## src/rtl/cfo_corrector.sv

```systemverilog
// Carrier-frequency-offset de-rotator: phase accumulator, sin/cos ROM and complex multiply.
// Latency 4 cycles input-beat to output-beat, one sample per clock; no backpressure.
module cfo_corrector #(
  parameter int IN_DW  = 32,
  parameter int OUT_DW = 32,
  parameter int DDS_DW = 20,
  parameter int LUT_AW = 10,
  parameter int LUT_DW = 16
) (
  input  logic              clk_i,
  input  logic              reset_i,
  input  logic [IN_DW-1:0]  s_axis_in_tdata,
  input  logic              s_axis_in_tvalid,
  input  logic [DDS_DW-1:0] CFO_DDS_inc_i,
  input  logic              CFO_valid_i,
  input  logic              reset_phase_i,
  output logic [OUT_DW-1:0] m_axis_out_tdata,
  output logic              m_axis_out_tvalid,
  output logic [DDS_DW-1:0] phase_o
);

  localparam int HW   = IN_DW / 2;
  localparam int OW   = OUT_DW / 2;
  localparam int PW   = HW + LUT_DW;
  localparam int NLUT = 2 ** LUT_AW;

  // Elaboration-time Taylor series keeps the ROM generator free of math-library calls.
  function automatic real taylor(input real x, input bit is_sin);
    real term;
    real sum;
    int  n0;
    n0   = is_sin ? 1 : 0;
    term = is_sin ? x : 1.0;
    sum  = term;
    for (int i = 1; i <= 14; i++) begin
      term = -term * x * x / (real'(n0 + 2 * i - 1) * real'(n0 + 2 * i));
      sum  = sum + term;
    end
    return sum;
  endfunction

  function automatic logic [NLUT*LUT_DW-1:0] build_lut(input bit is_sin);
    logic [NLUT*LUT_DW-1:0] tbl;
    real ang;
    real amp;
    real v;
    int  q;
    tbl = '0;
    amp = real'((2 ** (LUT_DW - 1)) - 1);
    for (int k = 0; k < NLUT; k++) begin
      ang = 6.283185307179586 * real'(k) / real'(NLUT);
      if (ang > 3.141592653589793) ang = ang - 6.283185307179586;
      v = amp * taylor(ang, is_sin);
      q = $rtoi((v >= 0.0) ? (v + 0.5) : (v - 0.5));
      tbl[k*LUT_DW +: LUT_DW] = q[LUT_DW-1:0];
    end
    return tbl;
  endfunction

  localparam logic [NLUT*LUT_DW-1:0] COS_TBL = build_lut(1'b0);
  localparam logic [NLUT*LUT_DW-1:0] SIN_TBL = build_lut(1'b1);

  localparam logic signed [PW:0] RND     = (PW + 1)'(2 ** (LUT_DW - 2));
  localparam logic signed [PW:0] SAT_MAX = {{(PW + 2 - OW){1'b0}}, {(OW - 1){1'b1}}};
  localparam logic signed [PW:0] SAT_MIN = ~SAT_MAX;

  function automatic logic signed [OW-1:0] sat(input logic signed [PW:0] v);
    if (v > SAT_MAX)      return SAT_MAX[OW-1:0];
    else if (v < SAT_MIN) return SAT_MIN[OW-1:0];
    else                  return v[OW-1:0];
  endfunction

  logic [DDS_DW-1:0]        r_acc, r_inc;
  logic                     r_s1_vld, r_s2_vld, r_s3_vld, r_out_vld;
  logic signed [HW-1:0]     r_s1_re, r_s1_im, r_s2_re, r_s2_im;
  logic [LUT_AW-1:0]        r_s1_addr;
  logic signed [LUT_DW-1:0] r_cos, r_sin;
  logic signed [PW-1:0]     r_p_rc, r_p_is, r_p_ic, r_p_rs;
  logic signed [OW-1:0]     r_out_re, r_out_im;

  logic [DDS_DW-1:0]        w_step;
  logic signed [PW:0]       w_sum_re, w_sum_im, w_sh_re, w_sh_im;

  assign w_step   = CFO_valid_i ? CFO_DDS_inc_i : r_inc;
  assign w_sum_re = (PW + 1)'(r_p_rc) + (PW + 1)'(r_p_is) + RND;
  assign w_sum_im = (PW + 1)'(r_p_ic) - (PW + 1)'(r_p_rs) + RND;
  assign w_sh_re  = w_sum_re >>> (LUT_DW - 1);
  assign w_sh_im  = w_sum_im >>> (LUT_DW - 1);

  always_ff @(posedge clk_i) begin
    if (reset_i) begin
      r_acc     <= '0;
      r_inc     <= '0;
      r_s1_vld  <= 1'b0;
      r_s2_vld  <= 1'b0;
      r_s3_vld  <= 1'b0;
      r_out_vld <= 1'b0;
      r_s1_re   <= '0;
      r_s1_im   <= '0;
      r_s1_addr <= '0;
      r_s2_re   <= '0;
      r_s2_im   <= '0;
      r_cos     <= '0;
      r_sin     <= '0;
      r_p_rc    <= '0;
      r_p_is    <= '0;
      r_p_ic    <= '0;
      r_p_rs    <= '0;
      r_out_re  <= '0;
      r_out_im  <= '0;
    end else begin
      if (CFO_valid_i) r_inc <= CFO_DDS_inc_i;
      // Phase clear wins over the step; the beat in this cycle already took the old phase.
      if (reset_phase_i)         r_acc <= '0;
      else if (s_axis_in_tvalid) r_acc <= r_acc + w_step;

      r_s1_vld  <= s_axis_in_tvalid;
      r_s1_re   <= s_axis_in_tdata[HW-1:0];
      r_s1_im   <= s_axis_in_tdata[IN_DW-1:HW];
      r_s1_addr <= r_acc[DDS_DW-1 -: LUT_AW];

      r_s2_vld  <= r_s1_vld;
      r_s2_re   <= r_s1_re;
      r_s2_im   <= r_s1_im;
      r_cos     <= COS_TBL[int'(r_s1_addr)*LUT_DW +: LUT_DW];
      r_sin     <= SIN_TBL[int'(r_s1_addr)*LUT_DW +: LUT_DW];

      r_s3_vld  <= r_s2_vld;
      r_p_rc    <= PW'(r_s2_re) * PW'(r_cos);
      r_p_is    <= PW'(r_s2_im) * PW'(r_sin);
      r_p_ic    <= PW'(r_s2_im) * PW'(r_cos);
      r_p_rs    <= PW'(r_s2_re) * PW'(r_sin);

      r_out_vld <= r_s3_vld;
      r_out_re  <= sat(w_sh_re);
      r_out_im  <= sat(w_sh_im);
    end
  end

  assign m_axis_out_tdata  = {r_out_im, r_out_re};
  assign m_axis_out_tvalid = r_out_vld;
  assign phase_o           = r_acc;

endmodule

```

## config.mk

```make
export PLATFORM = sky130hd
export DESIGN_NAME = cfo_corrector
export DESIGN_NICKNAME = d
export VERILOG_FILES = /design/src/rtl/cfo_corrector.sv
export SDC_FILE = /design/constraint.sdc
export NUM_CORES = 2
export LEC_CHECK = 0
export CORE_MARGIN = 2
export CORE_UTILIZATION = 45
export CTS_CLUSTER_DIAMETER = 50
export DETAILED_ROUTE_END_ITERATION = 8
export GPL_TIMING_DRIVEN = 1
export PLACE_DENSITY = 0.58
export SLEW_MARGIN = 20
export SYNTH_ARGS = -nofsm -noshare
export SYNTH_HDL_FRONTEND = slang
export SYNTH_SLANG_ARGS = --single-unit
```

## constraint.sdc

```tcl
create_clock -name clk_i -period 8.13 [get_ports clk_i]
set_input_delay 1.2195 -clock clk_i [delete_from_list [all_inputs] [get_ports clk_i]]
set_output_delay 1.2195 -clock clk_i [all_outputs]
set_load 0.1 [all_outputs]
```

==> metrics.txt <==
outcome=completed; syn nets=9251; Vias/cell=5.97; Slowest Stage Delay on Critical Path=1090 ps; Synth area leader=fa_1; Min-Delay Path Class=reg2reg; Crit path max-delay family=adder cells; Initial Utilization=45.3%; commonest non-fill, non-tap cells in the layout=inv_1 (1248), fa_1 (1049), nand2_1 (763); filler instances=13779; Skew-Pair Late Insertion Delay=700 ps; Post-Synthesis Mean Instance Area=8.37 um2; clock sinks=310; dpl hpwl=208000 um; Finished Core Util=48.9%; P_leak=0.0333 uW; mapped cell area=64000 um2; Reg clk slew, reported paths=60 ps; Buf/Inv on CP=5; EDFF count, synth=0; initial antenna violation count=25; Final min period=7240 ps; Synth top area share=32.8%; Fin Setup TNS=0 ps; Final Slew Violations=0; Core Region=141000 um2; Critical Path Start Type=flop; clock buffer depth=3; 1st-pass router iterations=8; post-CTS sizing=0; largest net degree at the start of global routing=158; die height=381 um; Clock Root Buffer=clkbuf_16; layout cells sized above 1=6.35%; final hold vios=0; Synth Flop Type=dfxtp_1; unrepaired setup endpoints after global routing=false; Yosys reg bits=310; total gr overflow=0; number of global-route vias before repair=58456; routed length per instance=28.6 um; Setup violations, final=0; Total Routing Usage GR=37.4%; worst rel slew slack=16.8%; Seq/Total Area, Yosys=9.70%; final worst-path cycle share=89.1%; post-route DRC violation count=0; first-pass GRT wire length=400000 um; Crit path required time=8640 ps; via count=56483; Yosys warning total=0; Synth async-reset ratio=0%; post-route antenna net violation count=0; Arr. time, crit path=7750 ps; commonest non-fill, non-tap cell in the layout=inv_1; CTS tree=yes; die area=145000 um2; Power Dens Cells=143 nW/um2; total number of H-tree levels=2; IO Port Bufs=109; Num CTS Buffers=50; top post-synthesis cells by area=fa_1 (33%), ha_1 (9.7%), dfxtp_1 (9.7%); final net count=9126; maximum vdd drop=366 uV; clock skew=59.1 ps; Die X=381 um; DRT Wirelength=270000 um; Critical Path, Cell by Cell=nand2_1 -> fa_1 -> inv_1 -> fa_1 -> inv_1 -> fa_1 -> inv_1 -> fa_1 -> fa_1 -> inv_1 -> fa_1 -> inv_1 -> ha_1 -> a21o_1 -> a21oi_1 -> o221ai_1 -> a41oi_1 -> o21ai_0 -> a2111o_1 -> a21oi_1 -> nor3b_1; Slowest cell on crit path=dfxtp_1; Fin Hold WS=434 ps; I/O pins=110; fmax=138 MHz; # Max-Cap Violations=0; Worst Setup End Kind=flop; Iteration-0 DRC Markers=5760; Worst Max-Slew Pin Slew=1250 ps; CP Max Fanout=18; Setup CP Type=reg2reg; cell row count=138; layout overhead on the synthesized area=8.02%; cell mode on critical path=fa_1; Synth Instances=7648; count of cell types in the netlist=98; CTS Hold Buffers Added=0; GPL Wtd Cong=1.05; Post-CTS Setup Bufs=0
==> stage by stage <==
stage	setup WS, ps	instance area [um2]	std cells	total power, uW
global route	386	69100	9464	10600
finish	890	69100	9465	9850
CTS	847	69100	9453	9850
detailed placement	830	67300	9361	7480
floorplan	1910	64000	7648	5860
global placement	924	67300	9361	7440
==> path summary, 6_finish.rpt <==
path | from | end | slack, ps | depth (start not counted)
setup / recovery | r_cos[4] | r_p_ic[31] | 890 | 21
hold / removal | r_s1_im[3] | r_s2_im[3] | 430 | 1
setup reg to reg | r_cos[4] | r_p_ic[31] | 890 | 21
hold reg to reg | r_s1_im[3] | r_s2_im[3] | 430 | 1
==> cell usage after synthesis, types with 20 or more instances <==
cell and number:
nor2_1 443, buf_2 91, dfxtp_1 310, o21ai_0 275, a31oi_1 80, ha_1 497, buf_1 41, clkbuf_1 370
nand2b_1 78, inv_1 1251, mux2i_1 42, xnor2_1 114, o221ai_1 20, a21oi_1 338, o311ai_0 33, xor2_1 49
mux2_2 29, nand2_1 763, o21a_1 44, a21o_1 111, nor3_1 138, a221oi_1 39, o211ai_1 58, a311oi_1 29
nor2b_1 138, fa_1 1049, o31ai_1 34, and3_1 34, a211oi_1 92, mux4_2 34, o22ai_1 22, and2_1 529
nand3_1 110, or2_2 23
==> where the power goes <==
part	internal, uW	total, uW	switching [uW]
Clock	1390	2300	908
Combinational	2020	5550	3520
Sequential	1760	2010	249
==> flip-flops by register name, summed over array words and instances, names as in the netlist, 16 cells and up <==
signal    flops
r_s1_im      16
r_sin        16
r_p_rc       32
r_p_rs       32
r_out_im     16
r_s2_re      16
r_inc        20
phase_o      20
r_s2_im      16
r_cos        16
r_p_ic       32
r_p_is       32
r_out_re     16
r_s1_re      16
==> area by class of cell <==
class	count	area (um2)	share of cell area [%]
diodes	12	30.0	0.0434
clock buffers	59	1330	1.92
clock inverters	33	472	0.682
inverters	1254	4710	6.81
multi-input cells	5571	51100	73.9
flip-flops and latches	310	6230	9.02
well taps	1890	2360	3.42
repair buffers	336	2910	4.21
==> cells by family after synthesis <==
| kind of cell | synth area share (%) |
|---|---|
| compound gates | 14.5 |
| xor+xnor | 2.23 |
| fa+ha+maj | 42.5 |
| buf+inv | 10.6 |
| flops | 9.70 |
| mux | 2.39 |
| simple gates | 18.0 |
==> routing by layer <==
metal | vias up | part of all wire, % | global-route usage [%]
li1 | 24461 | - | -
met1 | 28438 | 41 | 49.9
met2 | 2816 | 43 | 55.6
met3 | 746 | 9.9 | 9.74
met4 | 22 | 6.1 | 19.2
met5 | - | 0.14 | 1.12
Note: power is estimated with default switching activity, not from simulation.
